### config.mk
export PLATFORM = sky130hd
export DESIGN_NAME = fifo_wr_arbiter_flat
export DESIGN_NICKNAME = d
export VERILOG_FILES = /design/src/rtl/fifo_wr_arb_pkg.sv /design/src/rtl/fifo_wr_arbiter_if.sv /design/src/rtl/fifo_wr_rr_pick.sv /design/src/rtl/fifo_wr_arbiter.sv /design/src/flat_wrapper.sv
export SDC_FILE = /design/constraint.sdc
export NUM_CORES = 1
export LEC_CHECK = 0
export BUFFER_PORTS_ARGS = -buffer_cell sky130_fd_sc_hd__buf_2
export CAP_MARGIN = 20
export CORE_AREA = 2 2 94 96
export DETAILED_ROUTE_END_ITERATION = 7
export DIE_AREA = 0 0 96 98
export MAX_ROUTING_LAYER = met4
export PLACE_DENSITY = 0.8
export SLEW_MARGIN = 20
export SYNTH_ARGS = -nofsm -noshare
export SYNTH_HDL_FRONTEND = slang
export SYNTH_SLANG_ARGS = --single-unit
### constraint.sdc
create_clock -name wr_clk -period 2.8 [get_ports wr_clk]
set_input_delay 0.28 -clock wr_clk [delete_from_list [all_inputs] [get_ports wr_clk]]
set_output_delay 0.28 -clock wr_clk [all_outputs]
set_load 0.05 [all_outputs]
### src/rtl/fifo_wr_arb_pkg.sv
// Shared types and the rotate-priority search helper for the FIFO write-port arbiter.
package fifo_wr_arb_pkg;

    typedef enum logic {
        IDLE = 1'b0,
        OWN  = 1'b1
    } arb_state_t;

    localparam int unsigned MAX_REQ = 16;
    localparam int unsigned MAX_IDX_W = 4;

    typedef struct packed {
        logic                 found;
        logic [MAX_IDX_W-1:0] idx;
    } rr_pick_t;

    // First set bit of valid, scanning ptr, ptr+1, ... modulo num_req.
    function automatic rr_pick_t rr_pick(
        input logic [MAX_REQ-1:0]   valid,
        input logic [MAX_IDX_W-1:0] ptr,
        input int unsigned          num_req
    );
        rr_pick_t    res;
        int unsigned k;
        res.found = 1'b0;
        res.idx   = '0;
        for (int unsigned off = 0; off < MAX_REQ; off++) begin
            k = (32'(ptr) + off) % num_req;
            if ((off < num_req) && !res.found && valid[k[MAX_IDX_W-1:0]]) begin
                res.found = 1'b1;
                res.idx   = k[MAX_IDX_W-1:0];
            end else begin
                res.found = res.found;
            end
        end
        return res;
    endfunction

endpackage

### src/rtl/fifo_wr_arbiter_if.sv
// Requester handshake plus FIFO write port bundle shared by the arbiter and its environment.
interface fifo_wr_arbiter_if #(
    parameter int unsigned NUM_REQ = 4,
    parameter int unsigned DATA_W  = 32
);
    logic [NUM_REQ-1:0]        req_valid;
    logic [NUM_REQ*DATA_W-1:0] req_data;
    logic [NUM_REQ-1:0]        req_ready;
    logic                      fifo_full;
    logic                      fifo_almost_full;
    logic                      wr_en;
    logic [DATA_W-1:0]         data_in;

    modport master (
        output req_valid, req_data, fifo_full, fifo_almost_full,
        input  req_ready, wr_en, data_in
    );

    modport slave (
        input  req_valid, req_data, fifo_full, fifo_almost_full,
        output req_ready, wr_en, data_in
    );
endinterface

### src/rtl/fifo_wr_rr_pick.sv
// Combinational rotate-priority encoder: picks the first valid requester at or after ptr_i.
module fifo_wr_rr_pick
    import fifo_wr_arb_pkg::*;
#(
    parameter  int unsigned NUM_REQ = 4,
    localparam int unsigned IDX_W   = $clog2(NUM_REQ)
) (
    input  logic [NUM_REQ-1:0] valid_i,
    input  logic [IDX_W-1:0]   ptr_i,
    output logic               found_o,
    output logic [IDX_W-1:0]   idx_o
);
    logic [MAX_REQ-1:0]   valid_ext_s;
    logic [MAX_IDX_W-1:0] ptr_ext_s;
    rr_pick_t             pick_s;

    assign valid_ext_s = MAX_REQ'(valid_i);
    assign ptr_ext_s   = MAX_IDX_W'(ptr_i);
    assign pick_s      = rr_pick(valid_ext_s, ptr_ext_s, NUM_REQ);
    assign found_o     = pick_s.found;
    assign idx_o       = IDX_W'(pick_s.idx);
endmodule

### src/rtl/fifo_wr_arbiter.sv
// Round-robin, burst-locking arbiter for a shared FIFO write port with full/almost-full throttling.
// Optional per-requester grant counters are built when FIFO_WR_STATS_EN is defined.
module fifo_wr_arbiter
    import fifo_wr_arb_pkg::*;
#(
    parameter  int unsigned NUM_REQ   = 4,
    parameter  int unsigned DATA_W    = 32,
    parameter  int unsigned MAX_BURST = 4,
    parameter  int unsigned CNT_W     = 16,
    localparam int unsigned IDX_W     = $clog2(NUM_REQ),
    localparam int unsigned BCNT_W    = $clog2(MAX_BURST + 1)
) (
    input  logic                     wr_clk,
    input  logic                     reset,
    fifo_wr_arbiter_if.slave         bus,
    input  logic                     clr_stats,
    output logic [IDX_W-1:0]         cur_owner,
    output logic                     busy,
    output logic [NUM_REQ*CNT_W-1:0] grant_cnt
);
    localparam logic [IDX_W-1:0]  LAST_IDX  = IDX_W'(NUM_REQ - 1);
    localparam logic [BCNT_W-1:0] LAST_BEAT = BCNT_W'(MAX_BURST - 1);
    localparam logic [BCNT_W-1:0] ONE_BEAT  = BCNT_W'(1);

    arb_state_t        state_q, state_d;
    logic [IDX_W-1:0]  rr_ptr_q, rr_ptr_d;
    logic [IDX_W-1:0]  owner_q, owner_d;
    logic [BCNT_W-1:0] beat_cnt_q, beat_cnt_d;
    logic              wr_en_q;
    logic [DATA_W-1:0] data_q;

    logic               space_ok_s;
    logic               owner_valid_s;
    logic               pick_found_s;
    logic [IDX_W-1:0]   pick_idx_s;
    logic [IDX_W-1:0]   acc_idx_s;
    logic [NUM_REQ-1:0] ready_s;
    logic               accept_s;
    logic [DATA_W-1:0]  acc_data_s;

    function automatic logic [IDX_W-1:0] next_idx(input logic [IDX_W-1:0] idx);
        return (idx == LAST_IDX) ? IDX_W'(0) : idx + IDX_W'(1);
    endfunction

    // A registered write not yet visible in the FIFO flags counts against the last free slot.
    assign space_ok_s    = !bus.fifo_full && (!bus.fifo_almost_full || !wr_en_q);
    assign owner_valid_s = bus.req_valid[owner_q];

    fifo_wr_rr_pick #(
        .NUM_REQ (NUM_REQ)
    ) u_pick (
        .valid_i (bus.req_valid),
        .ptr_i   (rr_ptr_q),
        .found_o (pick_found_s),
        .idx_o   (pick_idx_s)
    );

    // Output decode: at most one ready bit, held low while reset is asserted.
    always_comb begin
        ready_s   = '0;
        acc_idx_s = owner_q;
        if (!reset) begin
            ready_s = '0;
        end else begin
            case (state_q)
                IDLE: begin
                    acc_idx_s = pick_idx_s;
                    if (pick_found_s) begin
                        ready_s[pick_idx_s] = space_ok_s;
                    end else begin
                        ready_s = '0;
                    end
                end
                OWN: begin
                    ready_s[owner_q] = space_ok_s && owner_valid_s;
                end
                default: begin
                    ready_s = '0;
                end
            endcase
        end
    end

    assign accept_s      = |(ready_s & bus.req_valid);
    assign acc_data_s    = bus.req_data[acc_idx_s*DATA_W +: DATA_W];
    assign bus.req_ready = ready_s;

    // Next-state logic: burst lock, early release on dropped valid, pointer rotation.
    always_comb begin
        state_d    = state_q;
        rr_ptr_d   = rr_ptr_q;
        owner_d    = owner_q;
        beat_cnt_d = beat_cnt_q;
        case (state_q)
            IDLE: begin
                if (accept_s) begin
                    owner_d    = pick_idx_s;
                    beat_cnt_d = ONE_BEAT;
                    if (MAX_BURST == 1) begin
                        rr_ptr_d = next_idx(pick_idx_s);
                        state_d  = IDLE;
                    end else begin
                        state_d = OWN;
                    end
                end else begin
                    state_d = IDLE;
                end
            end
            OWN: begin
                if (!owner_valid_s) begin
                    state_d    = IDLE;
                    rr_ptr_d   = next_idx(owner_q);
                    beat_cnt_d = '0;
                end else if (accept_s) begin
                    if (beat_cnt_q == LAST_BEAT) begin
                        state_d    = IDLE;
                        rr_ptr_d   = next_idx(owner_q);
                        beat_cnt_d = '0;
                    end else begin
                        beat_cnt_d = beat_cnt_q + ONE_BEAT;
                    end
                end else begin
                    state_d = OWN;
                end
            end
            default: begin
                state_d    = IDLE;
                beat_cnt_d = '0;
            end
        endcase
    end

    // Arbitration state registers.
    always_ff @(posedge wr_clk or negedge reset) begin
        if (!reset) begin
            state_q    <= IDLE;
            rr_ptr_q   <= '0;
            owner_q    <= '0;
            beat_cnt_q <= '0;
        end else begin
            state_q    <= state_d;
            rr_ptr_q   <= rr_ptr_d;
            owner_q    <= owner_d;
            beat_cnt_q <= beat_cnt_d;
        end
    end

    // Write path: one accepted beat becomes one wr_en pulse next cycle; data holds otherwise.
    always_ff @(posedge wr_clk or negedge reset) begin
        if (!reset) begin
            wr_en_q <= 1'b0;
            data_q  <= '0;
        end else if (accept_s) begin
            wr_en_q <= 1'b1;
            data_q  <= acc_data_s;
        end else begin
            wr_en_q <= 1'b0;
            data_q  <= data_q;
        end
    end

    assign bus.wr_en   = wr_en_q;
    assign bus.data_in = data_q;
    assign cur_owner   = owner_q;
    assign busy        = (state_q == OWN);

`ifdef FIFO_WR_STATS_EN
    for (genvar g = 0; g < NUM_REQ; g++) begin : g_stats
        logic [CNT_W-1:0] cnt_q;

        // Saturating accepted-beat counter; clear has priority over a same-cycle increment.
        always_ff @(posedge wr_clk or negedge reset) begin
            if (!reset) begin
                cnt_q <= '0;
            end else if (clr_stats) begin
                cnt_q <= '0;
            end else if (accept_s && (acc_idx_s == IDX_W'(g)) && (cnt_q != {CNT_W{1'b1}})) begin
                cnt_q <= cnt_q + CNT_W'(1);
            end else begin
                cnt_q <= cnt_q;
            end
        end

        assign grant_cnt[g*CNT_W +: CNT_W] = cnt_q;
    end
`else
    logic unused_clr_stats_s;
    assign unused_clr_stats_s = clr_stats;
    assign grant_cnt          = {(NUM_REQ*CNT_W){1'b0}};
`endif

endmodule
### src/flat_wrapper.sv
// flat-port wrapper written by rule: the top's interface ports become plain ports
module fifo_wr_arbiter_flat import fifo_wr_arb_pkg::*;
#(
    parameter  int unsigned NUM_REQ   = 4,
    parameter  int unsigned DATA_W    = 32,
    parameter  int unsigned MAX_BURST = 4,
    parameter  int unsigned CNT_W     = 16,
    localparam int unsigned IDX_W     = $clog2(NUM_REQ),
    localparam int unsigned BCNT_W    = $clog2(MAX_BURST + 1)
)
  (wr_clk, reset, clr_stats, cur_owner, busy, grant_cnt, bus_req_valid, bus_req_data, bus_fifo_full, bus_fifo_almost_full, bus_req_ready, bus_wr_en, bus_data_in);
  fifo_wr_arbiter_if #(.NUM_REQ(NUM_REQ), .DATA_W(DATA_W)) bus_i ();
  input  logic wr_clk;
  input  logic reset;
  input  logic clr_stats;
  output logic [IDX_W-1:0] cur_owner;
  output logic busy;
  output logic [NUM_REQ*CNT_W-1:0] grant_cnt;
  input wire logic [$bits(bus_i.req_valid)-1:0] bus_req_valid;
  input wire logic [$bits(bus_i.req_data)-1:0] bus_req_data;
  input wire logic [$bits(bus_i.fifo_full)-1:0] bus_fifo_full;
  input wire logic [$bits(bus_i.fifo_almost_full)-1:0] bus_fifo_almost_full;
  output wire logic [$bits(bus_i.req_ready)-1:0] bus_req_ready;
  output wire logic [$bits(bus_i.wr_en)-1:0] bus_wr_en;
  output wire logic [$bits(bus_i.data_in)-1:0] bus_data_in;
  assign bus_i.req_valid = bus_req_valid;
  assign bus_i.req_data = bus_req_data;
  assign bus_i.fifo_full = bus_fifo_full;
  assign bus_i.fifo_almost_full = bus_fifo_almost_full;
  assign bus_req_ready = bus_i.req_ready;
  assign bus_wr_en = bus_i.wr_en;
  assign bus_data_in = bus_i.data_in;
  fifo_wr_arbiter #(.NUM_REQ(NUM_REQ), .DATA_W(DATA_W), .MAX_BURST(MAX_BURST), .CNT_W(CNT_W)) u_core (.wr_clk(wr_clk), .reset(reset), .bus(bus_i), .clr_stats(clr_stats), .cur_owner(cur_owner), .busy(busy), .grant_cnt(grant_cnt));
endmodule
==> flow_summary.toml, run 1 <==
[clock_tree]
clk_path_buf_depth = 2
root_buffer = "clkbuf_8"
h-tree-depth = 2
clk_pin_slew_worst_paths_ns = 0.08
clkSinkCount = 41
cts_buffers = 5
cts_tree = "yes"
post-cts-setup-buffers = 0
clk_latency_ns = 0.29

[floorplan]
start_util_pct = 40.3
pin_count = 241
die_y_microns = 98
dieWidth_microns = 96
core_area_sq_um = 8470
dieArea_sq_um = 9410
rows = 34

[route]
first_pass_iters = 4
num_vias = 3039
drt_iter0_markers = 70
wl_per_cell_microns = 13.8
ant_nets = 0
totalWireLength_microns = 8520
via_per_inst = 4.94
drc = 0

[final_layout]
area_delta_synth_final_pct = 25.1
layout_common_cells = "buf_2, mux2i_1, conb_1, dfrtp_1, nor2_1"
fillers = 787
register_area_sq_um = 1030
drive_gt1_share_pct = 45.0
final_common_cell = "buf_2"
stdcell_count = 615
multiInputGateArea_sq_um = 2020
n_antenna_cell = 0
final_nets = 649

[global_route]
grt_antenna_before_repair = 0
overflow = 0
grt_first_pass_wirelength_microns = 13100
grt_use_total_pct = 17.9
grt_pass1_vias = 2852
grt_max_degree = 46

[logic_synthesis]
synth_enable_flop_cells = 0
postSynth.asyncResetShare_pct = 100
syn_inst = 338
yosysSeqAreaShare_pct = 30.1
synthDistinctLibCells = 40
ys_seq_elements = 41
ys_warn_count = 0
syn-cell-area_sq_um = 3410
synth-main-ff-cell = "dfrtp_1"
synth_area_per_cell_sq_um = 10.1

[sta]
setup_viol = 0
drv_slew = 0
min_period_over_period_pct = 92.8
holdWs_ns = 0.342
tightestPinTransition_ns = 0.602
hold_viol = 0
max_freq_mhz = 385
slew_headroom_pct = 59.8
rsz0062_at_grt = "false"
min_period_ns = 2.60
fin_setup_tns_ns = 0
clock_skew_ns = 0.0128

[placed_design]
gp_congestion = 0.959
io_buffers = 175
hpwl_microns = 6750
dp.cells = 606

[run]
maxCapViolCount = 0

[worst_setup_path]
cp.buffers_inverters = 2
cp_slowest_cell = "mux4_2"
endpoint_kind = "register"
cp_cell_sequence = "mux4_2, and3_1, a31oi_4, inv_2, and2_2, buf_4, a221oi_1"
critPathLaunchType = "register"
slowest_delay_ns = 0.63
path_class = "register to register"
critPathRequiredTime_ns = 2.99
path_delay_family = "multiplexers"
worstPathArrival_ns = 2.78
cp_max_fo = 16

[power_and_ir_drop]
p_leak_nw = 2.20
peakVddDrop_v = 0.000535
cellPowerDensity_nw_per_um2 = 1060

[worst_hold_path]
hold_path.class = "input pin to asynchronous set/reset pin"

[run_status]
outcome = "completed"
power by group:
| part | switching [W] | internal (W) | total (W) |
|---|---|---|---|
| registers | 0.000202 | 0.000860 | 0.00106 |
| logic | 0.00206 | 0.000938 | 0.00300 |
| clock network | 0.000205 | 0.000259 | 0.000464 |
| total | 0.00247 | 0.00206 | 0.00453 |
path summary, 6_finish.rpt:
| kind | from | endpoint | slack (ns) | depth (start not counted) |
|---|---|---|---|---|
| worst max-delay path | u_core.cur_owner[0] | u_core.bus.data_in[2] | 0.20 | 7 |
| worst min-delay path | reset | u_core.cur_owner[1] | 0.34 | 2 |
| worst max register to register | u_core.cur_owner[0] | u_core.bus.data_in[2] | 0.20 | 7 |
| worst min register to register | u_core.beat_cnt_q[0] | u_core.beat_cnt_q[0] | 0.53 | 1 |
| max in group asynchronous | reset | u_core.bus.data_in[10] | 1.69 | 3 |
| min in group wr_clk | bus_req_data[12] | u_core.bus.data_in[12] | 0.34 | 3 |
per-stage QoR:
stage	setup WS (ns)	util [%]	instance area (sq um)	power [W]
global route	0.0573	50.4	4260	0.00479
floorplan	0.165	-	3640	0.00350
global placement	0.120	48.7	4120	0.00398
finish	0.201	50.4	4260	0.00453
detailed placement	0.00434	48.7	4120	0.00406
CTS	0.0158	50.0	4240	0.00454
area by class of cell:
| type | instances | area share (%) |
|---|---|---|
| clock buffer | 5 | 1.61 |
| clock inverter | 2 | 0.822 |
| inverter | 6 | 0.528 |
| multi-input combinational | 270 | 47.3 |
| sequential | 41 | 24.1 |
| tap | 108 | 3.17 |
| timing repair buffer | 183 | 22.5 |
flip-flops by register name (all words and copies together), names as in the netlist:
| register | flops |
|---|---|
| u_core.bus.data_in | 32 |
| u_core.beat_cnt_q | 3 |
| u_core.cur_owner | 2 |
| u_core.rr_ptr_q | 2 |
| u_core.bus.wr_en | 1 |
| u_core.busy | 1 |
what timing repair did:
action / in CTS / in global routing
resized for setup: 0 / 0
setup endpoints to repair: 1 / 0
hold buffers: 1 / 0
endpoints found under the hold margin: 1 / 0
per-layer routing:
| metal | wire length, microns | vias up | track usage [%] |
|---|---|---|---|
| met1 | 3240 | 1414 | 19.6 |
| met4 | 119 | 0 | 5.38 |
| met5 | 0 | - | - |
| met2 | 4490 | 174 | 32.6 |
| met3 | 660 | 12 | 2.78 |
| li1 | - | 1439 | - |
Yosys cell counts (3+ instances only):
| cell | number | area, sq um |
|---|---|---|
| buf_4 | 65 | 488 |
| mux2i_1 | 64 | 641 |
| dfrtp_1 | 41 | 1030 |
| nor2_1 | 37 | 139 |
| a221oi_2 | 30 | 450 |
| nand2_1 | 11 | 41.3 |
| clkbuf_1 | 9 | 33.8 |
| nand3_1 | 6 | 30.0 |
| buf_6 | 5 | 56.3 |
| ha_1 | 5 | 62.6 |
| inv_1 | 5 | 18.8 |
| nand4_1 | 5 | 31.3 |
| o21ai_0 | 5 | 25.0 |
| a22oi_1 | 4 | 30.0 |
| nor2b_1 | 4 | 25.0 |
| a21boi_0 | 3 | 22.5 |
| a21oi_1 | 3 | 15.0 |
| and3_1 | 3 | 18.8 |
| buf_2 | 3 | 15.0 |
| nand2b_1 | 3 | 18.8 |
kinds of logic after synthesis:
group                    Yosys count  synth area share [%]
buffers and inverters             90                  18.3
adder cells (fa/ha/maj)            5                  1.84
flip-flops                        41                  30.1
AO/OA/AOI/OAI                     59                  19.6
multiplexers                      65                  19.5
other                              1                 0.110
AND/OR/NAND/NOR                   77                  10.6
Note: power is estimated with default switching activity, not from simulation.
==> inputs of run 2 (changes only) <==
--- a/config.mk
+++ b/config.mk
@@ -6,12 +6,11 @@
 export NUM_CORES = 1
 export LEC_CHECK = 0
 export BUFFER_PORTS_ARGS = -buffer_cell sky130_fd_sc_hd__buf_2
-export CAP_MARGIN = 20
-export CORE_AREA = 2 2 94 96
+export CORE_AREA = 2 2 93 95
 export DETAILED_ROUTE_END_ITERATION = 7
-export DIE_AREA = 0 0 96 98
+export DIE_AREA = 0 0 95 97
 export MAX_ROUTING_LAYER = met4
-export PLACE_DENSITY = 0.8
+export PLACE_DENSITY = 0.81
 export SLEW_MARGIN = 20
 export SYNTH_ARGS = -nofsm -noshare
 export SYNTH_HDL_FRONTEND = slang
==> constraint.sdc (replaced) <==
create_clock -name wr_clk -period 3.1 [get_ports wr_clk]
set_input_delay 0.31 -clock wr_clk [delete_from_list [all_inputs] [get_ports wr_clk]]
set_output_delay 0.31 -clock wr_clk [all_outputs]
set_load 0.05 [all_outputs]
==> flow_summary.toml, run 2 (synthesis gave the netlist of run 1 again) <==
[final_layout]
area_delta_synth_final_pct = 23.6
drive_gt1_share_pct = 44.8
n_antenna_cell = 0
layout_common_cells = "buf_2, mux2i_1, conb_1, dfrtp_1, nor2_1"
largest_register_ffs = 32
final_nets = 646
final_common_cell = "buf_2"
post-route-util_pct = 51.8

[sta]
max_freq_mhz = 361
hold_viol = 0
drv_slew = 0
min_period_ns = 2.77
min_period_over_period_pct = 89.3
slew_headroom_pct = 29.8
setup_viol = 0
rsz0062_at_grt = "false"
clock_skew_ns = 0.0115
tightestPinTransition_ns = 1.05
fin_setup_tns_ns = 0

[clock_tree]
cts_hold_buffers = 0
cts_tree = "yes"
cts_buffers = 5
h-tree-depth = 2
clkSinkCount = 41
clk_pin_slew_worst_paths_ns = 0.08
cts_resized = 0
post-cts-setup-buffers = 0
clk_path_buf_depth = 2
root_buffer = "clkbuf_8"
clk_latency_ns = 0.29

[placed_design]
io_buffers = 175
gp_congestion = 0.885
hpwl_microns = 6550

[route]
drt_iter0_markers = 66
totalWireLength_microns = 8420
first_pass_iters = 4
via_per_inst = 4.92
wl_per_cell_microns = 13.8
num_vias = 3003
drc = 0
ant_nets = 0

[worst_setup_path]
cp_max_fo = 32
endpoint_kind = "register"
cp_slowest_cell = "mux4_2"
worstPathArrival_ns = 2.95
path_class = "register to register"
cp_cell_sequence = "mux4_2, and3_1, a31oi_4, inv_2, and2_2, a221oi_1"
cp.buffers_inverters = 1
slowest_delay_ns = 0.63
critPathRequiredTime_ns = 3.29
critPathLaunchType = "register"
r2r_setup_slack_ns = 0.33
path_delay_family = "simple AND/OR/NAND/NOR gates"

[worst_hold_path]
hold_path.class = "input pin to asynchronous set/reset pin"

[global_route]
grt_pass1_vias = 3038
grt_first_pass_wirelength_microns = 13200
overflow = 0
grt_antenna_before_repair = 0
grt_max_degree = 49
grt_use_total_pct = 17.8

[run]
maxCapViolCount = 0

[floorplan]
dieArea_sq_um = 9220
die_y_microns = 97
rows = 33
dieWidth_microns = 95
core_area_sq_um = 8130
pin_count = 241
start_util_pct = 41.9

[power_and_ir_drop]
peakVddDrop_v = 0.000558
cellPowerDensity_nw_per_um2 = 945
p_leak_nw = 2.18

[run_status]
outcome = "completed"
run 2: cell types whose count changed in the layout (fill, tap and decap cells not counted), sizes merged:
cell,delta
dlygate4sd3,-1
clkbuf,+1
clkinv,+1
bufinv,-1
buf,-2
run 2: power breakdown:
group	internal, W	switching (W)
clock	0.000156	0.000182
sequential	0.000777	0.000176
combinational	0.000840	0.00185
run 2: layer usage:
layer	wire [microns]	GRT usage, %
met1	3160	17.8
met2	4650	35.3
met3	533	2.80
met4	70	3.68
met5	0	-
run 2: final cells by class:
type / count / area (sq um)
Clock inverter: 2 / 10.0
Fill cell: 742 / 3920
Sequential cell: 41 / 1030
Inverter: 6 / 22.5
Multi-Input combinational cell: 270 / 2020
Tap cell: 105 / 131
Clock buffer: 6 / 72.6
Timing Repair Buffer: 180 / 933
run 2: path summary, 6_finish.rpt:
check / startpoint / to / cells after the start
setup reg to reg: u_core.cur_owner[0] / u_core.bus.data_in[2] / 6
setup / recovery: u_core.cur_owner[0] / u_core.bus.data_in[2] / 6
hold / removal: reset / u_core.bus.data_in[29] / 2
hold reg to reg: u_core.beat_cnt_q[0] / u_core.beat_cnt_q[0] / 1
max in group asynchronous: reset / u_core.bus.data_in[12] / 2
min in group wr_clk: bus_req_data[11] / u_core.bus.data_in[11] / 3
run 2: per-stage QoR:
stage | setup WS (ns) | total power [W] | cell area (sq um) | hold slack [ns] | cells
after detailed placement | 0.288 | 0.00365 | 4100 | 0.472 | 601
after global routing | 0.181 | 0.00422 | 4210 | 0.190 | 610
final | 0.332 | 0.00398 | 4210 | 0.134 | 610
after CTS | 0.302 | 0.00401 | 4190 | 0.143 | 609
after floorplan | 0.199 | 0.00316 | 3640 | 0.0144 | 401
after global placement | 0.396 | 0.00358 | 4100 | 0.457 | 601
run 2: worst register-to-register path: stages, from the launching register on:
cell and delay, ns:
dfrtp_1 0.49, mux4_2 0.64, and3_1 0.31, a31oi_4 0.28, inv_2 0.06, and2_2 0.49
a221oi_1 0.42
